--- src/rtl/adder_result_accumulator_pkg.sv ---
// Shared types and width defaults for the adder result accumulator.
package adder_result_accumulator_pkg;

    typedef enum logic [1:0] {
        ST_IDLE  = 2'd0,
        ST_ACCUM = 2'd1,
        ST_HOLD  = 2'd2
    } state_e;

    localparam int ADD_RES_WIDTH = 13;
    localparam int ACC_WIDTH_DEF = 20;
    localparam int CNT_WIDTH_DEF = 4;

endpackage

--- src/rtl/adder_result_accumulator_sat_adder_acc.sv ---
// Combinational saturating add of an unsigned sample into the running total.
module sat_adder_acc #(
    parameter int IN_WIDTH  = 13,
    parameter int ACC_WIDTH = 20
) (
    input  logic [ACC_WIDTH-1:0] i_acc,
    input  logic [IN_WIDTH-1:0]  i_data,
    output logic [ACC_WIDTH-1:0] o_sum,
    output logic                 o_sat
);

    logic [ACC_WIDTH:0] full_sum;

    always_comb begin
        full_sum = {1'b0, i_acc} + (ACC_WIDTH + 1)'(i_data);
        o_sat    = full_sum[ACC_WIDTH];
        o_sum    = o_sat ? '1 : full_sum[ACC_WIDTH-1:0];
    end

endmodule

--- src/rtl/adder_result_accumulator.sv ---
// Sums a programmable number of adder results per frame and presents the
// saturating frame total on a registered valid/ready output.
module adder_result_accumulator
    import adder_result_accumulator_pkg::*;
#(
    parameter int IN_WIDTH  = ADD_RES_WIDTH,
    parameter int ACC_WIDTH = ACC_WIDTH_DEF,
    parameter int CNT_WIDTH = CNT_WIDTH_DEF
) (
    input  logic                 i_clk,
    input  logic                 i_rst,
    input  logic                 i_valid,
    output logic                 o_ready,
    input  logic [IN_WIDTH-1:0]  i_data,
    input  logic [CNT_WIDTH-1:0] i_frame_len,
    input  logic                 i_clear,
    output logic                 o_valid,
    input  logic                 i_ready,
    output logic [ACC_WIDTH-1:0] o_sum,
    output logic [CNT_WIDTH-1:0] o_count,
    output logic                 o_overflow,
    output logic                 o_busy
);

    state_e                state_q, state_d;
    logic [ACC_WIDTH-1:0]  acc_q, acc_d;
    logic [CNT_WIDTH-1:0]  cnt_q, cnt_d;
    logic [CNT_WIDTH-1:0]  len_q, len_d;
    logic                  ovf_q, ovf_d;
    logic                  valid_q, valid_d;
    logic [ACC_WIDTH-1:0]  sum_q, sum_d;
    logic [CNT_WIDTH-1:0]  count_q, count_d;
    logic                  oflow_q, oflow_d;

    logic                  beat;
    logic                  start;
    logic [CNT_WIDTH-1:0]  new_len;
    logic [CNT_WIDTH-1:0]  cnt_inc;
    logic [ACC_WIDTH-1:0]  add_sum;
    logic                  add_sat;

    sat_adder_acc #(
        .IN_WIDTH  (IN_WIDTH),
        .ACC_WIDTH (ACC_WIDTH)
    ) u_sat_add (
        .i_acc  (acc_q),
        .i_data (i_data),
        .o_sum  (add_sum),
        .o_sat  (add_sat)
    );

    // HOLD passes downstream ready straight through so a new frame can start
    // in the same cycle the previous total is taken.
    assign o_ready    = (state_q == ST_HOLD) ? i_ready : 1'b1;
    assign beat       = i_valid && o_ready;
    assign new_len    = (i_frame_len == '0) ? CNT_WIDTH'(1) : i_frame_len;
    assign cnt_inc    = cnt_q + 1'b1;
    assign o_valid    = valid_q;
    assign o_sum      = sum_q;
    assign o_count    = count_q;
    assign o_overflow = oflow_q;
    assign o_busy     = (state_q == ST_ACCUM);

    always_comb begin
        state_d = state_q;
        acc_d   = acc_q;
        cnt_d   = cnt_q;
        len_d   = len_q;
        ovf_d   = ovf_q;
        valid_d = valid_q;
        sum_d   = sum_q;
        count_d = count_q;
        oflow_d = oflow_q;
        start   = 1'b0;

        if (i_clear) begin
            state_d = ST_IDLE;
            valid_d = 1'b0;
            acc_d   = '0;
            cnt_d   = '0;
        end else begin
            unique case (state_q)
                ST_IDLE: start = beat;
                ST_ACCUM: begin
                    if (beat) begin
                        acc_d = add_sum;
                        ovf_d = ovf_q | add_sat;
                        cnt_d = cnt_inc;
                        if (cnt_inc == len_q) begin
                            state_d = ST_HOLD;
                            valid_d = 1'b1;
                            sum_d   = add_sum;
                            count_d = len_q;
                            oflow_d = ovf_q | add_sat;
                        end
                    end
                end
                ST_HOLD: begin
                    if (i_ready) begin
                        valid_d = 1'b0;
                        state_d = ST_IDLE;
                        start   = beat;
                    end
                end
                default: state_d = ST_IDLE;
            endcase
        end

        if (start) begin
            len_d = new_len;
            acc_d = ACC_WIDTH'(i_data);
            cnt_d = CNT_WIDTH'(1);
            ovf_d = 1'b0;
            if (new_len == CNT_WIDTH'(1)) begin
                state_d = ST_HOLD;
                valid_d = 1'b1;
                sum_d   = ACC_WIDTH'(i_data);
                count_d = CNT_WIDTH'(1);
                oflow_d = 1'b0;
            end else begin
                state_d = ST_ACCUM;
            end
        end
    end

    always_ff @(posedge i_clk) begin
        if (i_rst) begin
            state_q <= ST_IDLE;
            acc_q   <= '0;
            cnt_q   <= '0;
            len_q   <= '0;
            ovf_q   <= 1'b0;
            valid_q <= 1'b0;
            sum_q   <= '0;
            count_q <= '0;
            oflow_q <= 1'b0;
        end else begin
            state_q <= state_d;
            acc_q   <= acc_d;
            cnt_q   <= cnt_d;
            len_q   <= len_d;
            ovf_q   <= ovf_d;
            valid_q <= valid_d;
            sum_q   <= sum_d;
            count_q <= count_d;
            oflow_q <= oflow_d;
        end
    end

endmodule

--- config.mk ---
export PLATFORM = sky130hd
export DESIGN_NAME = adder_result_accumulator
export DESIGN_NICKNAME = d
export VERILOG_FILES = /design/src/rtl/adder_result_accumulator_pkg.sv /design/src/rtl/adder_result_accumulator_sat_adder_acc.sv /design/src/rtl/adder_result_accumulator.sv
export SDC_FILE = /design/constraint.sdc
export NUM_CORES = 1
export LEC_CHECK = 0
export BUFFER_PORTS_ARGS = -buffer_cell sky130_fd_sc_hd__buf_2
export CORE_ASPECT_RATIO = 1.75
export CORE_MARGIN = 3
export CORE_UTILIZATION = 62
export DETAILED_ROUTE_END_ITERATION = 16
export PLACE_DENSITY_LB_ADDON = 0.1
export REMOVE_ABC_BUFFERS = 1
export SETUP_SLACK_MARGIN = 0.3
export SLEW_MARGIN = 30
export SYNTH_ARGS = -nofsm -noshare
export SYNTH_HDL_FRONTEND = slang
export SYNTH_SLANG_ARGS = --single-unit
export TNS_END_PERCENT = 10
--- constraint.sdc ---
create_clock -name i_clk -period 7.4 [get_ports i_clk]
set_clock_uncertainty 0.1 [all_clocks]
set_input_delay 0.37 -clock i_clk [delete_from_list [all_inputs] [get_ports i_clk]]
set_output_delay 0.37 -clock i_clk [all_outputs]
set_load 0.02 [all_outputs]
==> metrics.md <==
| Metric | Value |
|---|---|
| Gate Count Post-Synth | `roughly 380` |
| Primary FF master, synth | `dfxtp_1` |
| FP Rows | `34` |
| Total number of vias | `3169` |
| Clock share of power | `between 40 and 50%` |
| Worst VDD drop | `154 uV` |
| Post-CTS resize count | `0` |
| Synth Area in Compound Gates | `26.4%` |
| Antenna Nets Post-Route | `0` |
| DRT Pass-1 Iters | `4` |
| Reg clk slew, reported paths | `approximately 70 ps` |
| Yosys top cell area share | `between 30% and 40%` |
| Largest net degree at the start of global routing | `24` |
| Register area share after synthesis | `34.1%` |
| Ys async rst share | `0%` |
| Starting Density | `65.6%` |
| Routed wire length | `9.31 mm` |
| Detailed Place HPWL | `6.88 mm` |
| Crit path DAT | `3170 ps` |
| Critical path fanouts, max | `13` |
| Net Sw Frac | `29.8%` |
| DR WL/cell | `19.3 um` |
| GRT Resource Usage Total | `31.8%` |
| Fmax | `0.329 GHz` |
| Io pins | `50` |
| Main area contributors after synthesis | `dfxtp_1 (34%), ha_1 (6.4%), a21oi_1 (4.8%)` |
| H-tree level count | `3` |
| GP Congestion | `just over 1` |
| Fin crit share | `between 40% and 50%` |
| Hold buffers post-CTS | `0` |
| Largest family of logic cells by synthesized area | `compound AO/OA/AOI/OAI gates` |
| Actual slew at the worst max-slew pin | `792 ps` |
| P per Cell Area | `198 mW/mm^2` |
| Top cell type by total area after synthesis | `dfxtp_1` |
| Post-synthesis adder-cell area fraction | `6.95%` |
| Clk buf depth | `2` |
| Fin. Hold Viols | `0` |
| Clock root buffer master | `clkbuf_8` |
| Vias in the first global route | `3206` |
| CP Class | `flip-flop to flip-flop` |
| Simple-gate share of the synthesized area | `19.5%` |
| Die height | `between 100 and 150 um` |
| Register bit total from synthesis | `57` |
| Port bufs | `49` |
| Buf/Inv on CP | `0` |
| Final critical-path required period | `3040 ps` |
| Internal power | `0.525 mW` |
| Diodes inserted | `0` |
| First-pass GRT wire length | `15.0 mm` |
| Setup Viol. Count Final | `0` |
| Max incr delay on CP | `510 ps` |
| Min-Delay Path Class | `input pin to flip-flop` |
| Pleak | `1.60 nW` |
| Sw power | `0.223 mW` |
| Most common cell after layout, fill and taps aside | `dfxtp_1` |
| DRC viols | `0` |
| Die area | `0.00635 sq mm` |
| Post-synthesis mux area share | `3.32%` |
| CTS tree | `yes` |
| Synth cell types | `59` |
| Share of layout cells above drive strength 1 | `19.4%` |
| Synth Area in XOR/XNOR | `6.01%` |
| Critical-path cell list | `ha_1 -> fa_1 -> a21o_1 -> a221oi_4 -> nor3_4 -> o21ai_2 -> and3_1 -> a21oi_1` |
| CP delay by family, top | `compound AO/OA/AOI/OAI gates` |
| Core area | `0.00510 sq mm` |
| Max-cap viol count | `0` |
| Clk_lat worst skew | `350 ps` |
| Flop pwr share | `43.0%` |
| Vias per cell | `6.57` |
| Hold slack final | `179 ps` |
| Worst Setup Start Kind | `flip-flop` |
| Gr ovfl total | `0` |
| Status | `finished, final reports clean` |
| Slew headroom | `47.0%` |
| Setup ws final | `4360 ps` |
| Clk sinks | `57` |
| DP Worst Slack | `roughly 4200 ps` |
| Commonest cells after routing, fill and taps aside | `dfxtp_1 (57), buf_2 (49), a21oi_1 (32)` |
| Area grow syn2layout | `12.9%` |
| CTS Buf Count | `9` |
| Crit-path slowest cell | `o21ai_2` |
| Required @ worst endpoint | `approximately 7500 ps` |
| Initial antenna violation count | `0` |
| Mapped Avg Cell Area | `roughly 8.7 sq um` |
| RSZ-0062 raised after global routing | `false` |
| Critical path capture point type | `flip-flop` |
| Synth warnings | `0` |
| Setup_tns | `0 ps` |
| Comb pwr share | `16.6%` |
| 1st-iter DRT viols | `around 240` |
| Die W | `61.6 um` |
| Post-synth EDFFs | `0` |
| Final nets | `~460` |
| Netlist Area Pre-Place | `0.00335 sq mm` |
| Postcts setup bufs | `0` |
| Pins Over Slew Limit | `0` |
==> state kept, by name, indices dropped and copies added, names as in the netlist <==
register    count
o_count         4
ovf_q           1
acc_q          20
o_valid         1
o_overflow      1
state_q         2
len_q           4
o_sum          20
cnt_q           4
==> worst register-to-register path: cells and delay by family (launching register included) <==
family,cells,cell delay (ps)
AOI/OAI and AO/OA,4,1280
adders and majority gates,2,630
DFF,1,310
and+or+nand+nor,2,600
==> per-stage QoR <==
stage,cell area [sq um],power (mW),instances,util [%]
final,3780,0.748,482,74.1
after global routing,3780,0.772,482,74.1
after CTS,3770,0.747,482,73.9
after detailed placement,3570,0.449,466,69.9
after global placement,3570,0.446,466,69.9
after floorplan,3260,0.411,363,-
==> path summary, 6_finish.rpt <==
| check | cells after the start | endpoint | slack [ps] | from |
|---|---|---|---|---|
| setup / recovery | 8 | o_sum[1] | 4360 | acc_q[0] |
| hold / removal | 3 | o_sum[8] | 180 | i_data[8] |
| setup reg to reg | 8 | o_sum[1] | 4360 | acc_q[0] |
| hold reg to reg | 2 | o_sum[16] | 360 | o_sum[16] |
==> layout make-up <==
type                    instances  area, sq um
fillers                       415         1320
well taps                      54         67.6
inverters                       8         30.0
flip-flops and latches         57         1140
repair buffers                 49          245
clock buffers                  10          138
multi-input cells             298         2090
clock inverters                 6         67.6
==> power groups by stage <==
stage | clock network [mW] | logic [mW] | registers [mW]
6_report | 0.302 | 0.124 | 0.321
5_1_grt | 0.314 | 0.136 | 0.322
4_1_cts | 0.304 | 0.122 | 0.321
3_5_place_dp | 0 | 0.121 | 0.328
3_3_place_gp | 0 | 0.119 | 0.328
2_1_floorplan | 0 | 0.0816 | 0.329
==> Yosys cell counts, types with 5 or more instances <==
cell type,count
nor2_1,30
dfxtp_1,57
a21o_1,8
o221ai_1,8
nand3_1,9
o211ai_1,11
a21oi_1,32
xor2_1,10
buf_2,7
clkbuf_1,9
o21ai_0,13
o21ai_1,5
a31oi_1,12
nor3_1,14
or3_1,11
and3_1,5
o21bai_1,5
ha_1,17
nand2_1,26
xnor2_1,13
mux2i_1,10
inv_1,8
==> routing by layer <==
layer	wire length [um]	GRT usage (%)	part of all wire, %
met1	3560	35.5	38
met2	4900	53.1	53
met3	564	6.83	6.1
met4	293	19.3	3.1
met5	0	0	0
==> logic make-up after synthesis <==
logic type      Yosys count
compound gates          125
xor+xnor                 23
fa+ha+maj                18
buf+inv                  28
flops                    57
mux                      11
simple gates            121
(Power assumes the default switching activity.)
